File: src/rtl/s2p.sv
// s2p: serial-to-parallel deframer, LSB-first bits in, BUFFER_SIZE-bit words out through a one-deep valid/ready register
// Ports: i_clk/i_rst_n clock and async active-low reset; i_data/i_dv serial bit and its valid;
//   i_ready downstream accept; i_clr clears sticky flags; o_data/o_dv assembled word and valid;
//   o_abort sticky mid-frame i_dv drop; o_ovf sticky word lost to a full output; o_perr parity error of o_data.
// Define S2P_PARITY_EN to receive a trailing even-parity bit per frame and report mismatches on o_perr.
module s2p #(
  parameter int BUFFER_SIZE = 7
) (
  input  logic                   i_clk,
  input  logic                   i_rst_n,
  input  logic                   i_data,
  input  logic                   i_dv,
  input  logic                   i_ready,
  input  logic                   i_clr,
  output logic [BUFFER_SIZE-1:0] o_data,
  output logic                   o_dv,
  output logic                   o_abort,
  output logic                   o_ovf,
  output logic                   o_perr
);
`ifdef S2P_PARITY_EN
  localparam int FRAME_LEN = BUFFER_SIZE + 1;
`else
  localparam int FRAME_LEN = BUFFER_SIZE;
`endif
  localparam int CW = $clog2(FRAME_LEN + 1);
  localparam logic IDLE = 1'b0;
  localparam logic RECV = 1'b1;
  logic                   state_q, state_d;
  logic [CW-1:0]          cnt_q, cnt_d;
  logic [FRAME_LEN-1:0]   sr_q, sr_d;
  logic [BUFFER_SIZE-1:0] data_q, data_d;
  logic                   dv_q, dv_d, abort_q, abort_d, ovf_q, ovf_d;
  logic                   done, load;
  // The completed word is taken from sr_d so it reaches o_data on the same edge that captures the final bit.
  always_comb begin
    sr_d    = i_dv ? FRAME_LEN'({i_data, sr_q} >> 1) : sr_q;
    done    = i_dv && cnt_q == CW'(FRAME_LEN - 1);
    cnt_d   = (!i_dv || done) ? '0 : cnt_q + CW'(1);
    state_d = (!i_dv || done) ? IDLE : RECV;
    load    = done && (!dv_q || i_ready);
    dv_d    = load || (dv_q && !i_ready);
    data_d  = load ? sr_d[BUFFER_SIZE-1:0] : data_q;
    abort_d = (state_q == RECV && !i_dv) || (abort_q && !i_clr);
    ovf_d   = (done && dv_q && !i_ready) || (ovf_q && !i_clr);
  end
  always_ff @(posedge i_clk or negedge i_rst_n) begin
    if (!i_rst_n) begin
      state_q <= IDLE;
      cnt_q   <= '0;
      sr_q    <= '0;
      data_q  <= '0;
      dv_q    <= 1'b0;
      abort_q <= 1'b0;
      ovf_q   <= 1'b0;
    end else begin
      state_q <= state_d;
      cnt_q   <= cnt_d;
      sr_q    <= sr_d;
      data_q  <= data_d;
      dv_q    <= dv_d;
      abort_q <= abort_d;
      ovf_q   <= ovf_d;
    end
  end
`ifdef S2P_PARITY_EN
  logic perr_q;
  // XOR over data plus parity bit is 1 exactly when even parity is violated.
  always_ff @(posedge i_clk or negedge i_rst_n) begin
    if (!i_rst_n) perr_q <= 1'b0;
    else          perr_q <= load ? ^sr_d : perr_q;
  end
  assign o_perr = perr_q;
`else
  assign o_perr = 1'b0;
`endif
  assign o_data  = data_q;
  assign o_dv    = dv_q;
  assign o_abort = abort_q;
  assign o_ovf   = ovf_q;
endmodule

File: config.mk
export PLATFORM = sky130hd
export DESIGN_NAME = s2p
export DESIGN_NICKNAME = d
export VERILOG_FILES = /design/src/rtl/s2p.sv
export SDC_FILE = /design/constraint.sdc
export NUM_CORES = 1
export LEC_CHECK = 0
export CAP_MARGIN = 40
export CORE_MARGIN = 8
export CORE_UTILIZATION = 49
export DETAILED_ROUTE_END_ITERATION = 8
export PLACE_DENSITY = 0.76
export SLEW_MARGIN = 0
export SYNTH_ARGS = -nofsm -noshare
export SYNTH_HDL_FRONTEND = slang
export SYNTH_SLANG_ARGS = --single-unit
File: constraint.sdc
create_clock -name i_clk -period 1.55 [get_ports i_clk]
set_input_delay 0.31 -clock i_clk [delete_from_list [all_inputs] [get_ports i_clk]]
set_output_delay 0.31 -clock i_clk [all_outputs]
set_load 0.05 [all_outputs]
==> Word-level counts from Yosys, hierarchy flattened <==
Cells that the tools add are included.
{ "op_classes": {"n_addsub": 1, "eq_ne": 1, "n_mux": 3, "reduce_logical": 17} }
{ "op_table": {"columns": ["operator", "n"], "rows": [
  ["$logic_and A1 B1 Y1", 8],
  ["$mux W7", 1],
  ["$logic_or A1 B1 Y1", 5],
  ["$logic_not A1 Y1", 4],
  ["$add A3 B1 Y3 const B", 1],
  ["$eq A3 B3 Y1 const B", 1],
  ["$mux W3", 1],
  ["$mux W1", 1]
]} }
{ "word_totals": {"register_bits": 21, "output_inout_bits": 11, "wordCells": 29, "inputBits": 6} }

==> Longest topological paths before layout <==
{ "depth": {"ltp_word": 5, "ltp_mapped": 6, "ltp_nobuf": 5} }

==> Worst setup path after synthesis <==
No wires, ideal clock.
{ "synth_path": {"path_kind": "flip-flop to flip-flop", "from": "register dv_q (netlist: o_dv)", "to": "register data_q[0] (netlist: o_data[0])", "synth_period_minus_slack_ns": 1.437, "path_stages_with_launch": 5, "setup_time_ns": 0.125, "t_arrival_ns": 1.312, "required_time_ns": 1.425, "n_path_buf": 1, "path_slack_ns": 0.113, "path_cell_list": "dfrtp_1 -> nand2b_1 -> nor2b_4 -> buf_12 -> mux2_4"} }
{ "synth_via": {"elab_chain_len": 3} }
{ "synth_rtl": {"columns": ["item", "line_no", "rtl"], "rows": [
  ["start, declared", "33", "logic dv_q, dv_d, abort_q, abort_d, ovf_q, ovf_d;"],
  ["start signal, assigned", "61", "dv_q <= dv_d;"],
  ["$logic_not A1 Y1", "41", "load = done && (!dv_q || i_ready);"],
  ["$logic_or A1 B1 Y1", "41", null],
  ["$logic_and A1 B1 Y1", "41", null],
  ["end signal, assigned", "60", "data_q <= data_d;"],
  ["end, declared", "32", "logic [BUFFER_SIZE-1:0] data_q, data_d;"]
]} }
Every way passes these cells.
A chain may end at the register's enable or synchronous reset.

==> Worst setup path after layout <==
{ "layout_path": {"from": "register cnt_q[0]", "to": "register data_q[3] (netlist: o_data[3])"} }
{ "layout_via": {"elab_chain_len": 3} }
{ "layout_rtl": {"columns": ["item", "line_no", "rtl"], "rows": [
  ["start, declared", "30", "logic [CW-1:0] cnt_q, cnt_d;"],
  ["start signal, assigned", "58", "cnt_q <= cnt_d;"],
  ["$eq A3 B3 Y1", "38", "done = i_dv && cnt_q == CW'(FRAME_LEN - 1);"],
  ["$logic_and A1 B1 Y1", "38", null],
  ["$logic_and A1 B1 Y1", "41", null]
]} }
Every way passes these cells.

==> metrics <==
status=complete, no violations; DRC viols=0; leading post-synthesis cells by cell area=dfrtp_1 (58%), mux2_4 (23%), ha_1 (2.8%), buf_12 (2.2%), inv_1 (2.1%); Max Clk Rate=674 MHz; Synth warnings=0; total vias in the final route=485; routed vias/inst=4.62; Worst R2R Path Depth=6; Worst R2R End=o_data[3]$_DFFE_PN0P_; Worst Path Required=1.75 ns; register area share after synthesis=0.582; Final setup viols=0; initial antenna violation count=0; Clock transition at path regs=0.11 ns; H-Tree Depth=1; final wirelength=1640 microns; net count after synthesis=66; slowest cell on the critical path=dfrtp_1; first-pass GRT wire length=about 2700 microns; Max IR drop VDD=0.882 mV; total CTS buffers=3; RSZ-0062 raised after global routing=no; synthesis-to-layout area growth=38.0%; DRT iter0 DRCs=3; clk buf depth=2; largest net degree at the start of global routing=22; routability cong.=0.728; worst skew pair latency=0.30 ns; core area=0.00173 sq mm; layout cells sized above 1=0.463; Critical Path Fanout Max=6; site row count=15; skew final=approximately 0.0047 ns; hold_buf cts=0; Synth area leader=dfrtp_1; post-synthesis cell count=58; hold slack=0.327 ns; Root Driver=clkbuf_4; vias in the first global route=572; max incr delay on CP=around 0.41 ns; Reg-to-Reg Start=cnt_q[0]$_DFF_PN0_; total power=about 1.4 mW; Pleak=roughly 0.60 nW; most frequent cells in the layout=dfrtp_1 (21), mux2_4 (14), buf_12 (12); GRT Util Overall=0.110; CTS Sinks=21; MaxCap Viol Count=0; CP endpoint kind=flip-flop; crit share post-route=0.958; synthesized area per cell=between 15 and 20 sq um; HPWL after DPL=roughly 1300 microns; GR Overflow Total=0; Arrival @ worst endpoint=about 1.7 ns; critical path class=flip-flop to flip-flop; Synth Register Bits=21; Hold WC Path Type=input pin to async pin; TritonCTS clock tree=done; I/O pin count=17; Slew Viols, Final=0; Starting Density=0.523; fin crit period=1.48 ns; Final Hold Viols=0; area of the die=0.00347 sq mm; reg-to-reg setup timing slack=0.07 ns; Routed wire per std cell=between 15 and 20 microns; library cells used by synthesis=15; Detail Route Antenna Nets=0; Layout Nets=89; Fillers=125; most common cell after layout, fill and taps aside=dfrtp_1; n_diodes=0; post-synthesis instance area=903 sq um; Setup Fix Bufs, Post-CTS=0; die height=58.9 microns; drt pass-1 iters=2; Pwr per Cell Area=1140 mW/mm^2; CP Buf/Inv Count=2; CP Cell Sequence=inv_1 > ha_2 > nand3_4 > nor2b_4 > buf_12 > mux2_4; input/output buffers=15; CP Launch Type=flip-flop; CP top delay family=flip-flops; post-synth top area share=0.582; Die X=~60 microns
power by group:
group          internal, mW  switching, mW
Sequential            0.633         0.0716
Clock                0.0964          0.158
Combinational         0.258          0.206
kinds of logic after synthesis:
family                     count (synthesis)  share of synthesized area
AOI/OAI and AO/OA                          2                     0.0138
xor gates and xnor gates                   1                    0.00970
adders and majority gates                  2                     0.0277
buffers and inverters                      8                     0.0637
DFF                                       21                      0.582
muxes                                     14                      0.233
other                                      1                    0.00415
and+or+nand+nor                            9                     0.0665
registers in the layout, indices dropped and copies added (netlist names):
name	count
cnt_q	3
o_abort	1
o_data	7
o_dv	1
o_ovf	1
sr_q	7
state_q	1
what timing repair did:
action	4_1_cts	5_1_grt
resized for setup	0	1
endpoints found under the setup margin	0	7
endpoints found under the hold margin	0	0
worst max path at each step:
stage | startpoint | endpoint | slack [ns] | depth (start not counted)
after floorplan | o_dv$_DFF_PN0_ | o_data[0]$_DFFE_PN0P_ | 0.11 | 4
after global placement | i_dv | o_data[3]$_DFFE_PN0P_ | -0.18 | 4
after detailed placement | i_dv | o_data[4]$_DFFE_PN0P_ | -0.22 | 4
after CTS | cnt_q[0]$_DFF_PN0_ | o_data[3]$_DFFE_PN0P_ | 0.01 | 6
after global routing | cnt_q[0]$_DFF_PN0_ | o_data[4]$_DFFE_PN0P_ | 0.01 | 6
final | cnt_q[0]$_DFF_PN0_ | o_data[3]$_DFFE_PN0P_ | 0.07 | 6
area by class of cell:
| cell class | count | area [sq um] | share of cell area |
|---|---|---|---|
| inverter | 5 | 18.8 | 0.0151 |
| timing repair buffer | 21 | 320 | 0.257 |
| clock buffer | 3 | 22.5 | 0.0181 |
| sequential | 21 | 526 | 0.422 |
| multi-input combinational | 29 | 323 | 0.259 |
| clock inverter | 1 | 5.00 | 0.00402 |
| tap | 25 | 31.3 | 0.0251 |
stage by stage:
step,setup WS (ns),area (sq um),setup TNS [ns],utilization,cells
3_5_place_dp,-0.219,1220,-1.48,0.704,101
2_1_floorplan,0.113,903,0,-,58
6_report,0.0653,1250,0,0.722,105
5_1_grt,0.0113,1250,0,0.722,105
3_3_place_gp,-0.185,1220,-1.24,0.704,101
4_1_cts,0.0100,1240,0,0.720,105
worst register-to-register path: cells and delay by family, from the launching register on:
family	cells	cell delay [ns]
fa+ha+maj	1	0.21
buf+inv	2	0.21
flops	1	0.41
mux	1	0.30
simple gates	2	0.26
synthesized netlist by cell type, drive strengths merged:
library cell,number
o22ai,2
xnor2,1
buf,3
mux2,14
ha,2
nand3,1
dfrtp,21
nand2b,1
nor2,3
conb,1
nor2b,1
inv,5
nand2,3
per-layer routing:
metal | share of wire | vias to the layer above | track usage
met5 | 0 | - | 0
met4 | 0.024 | 0 | 0.0717
met3 | 0.055 | 5 | 0.0370
met2 | 0.52 | 14 | 0.184
met1 | 0.40 | 235 | 0.115
li1 | - | 231 | -
Power figures use the tool's default switching activity.
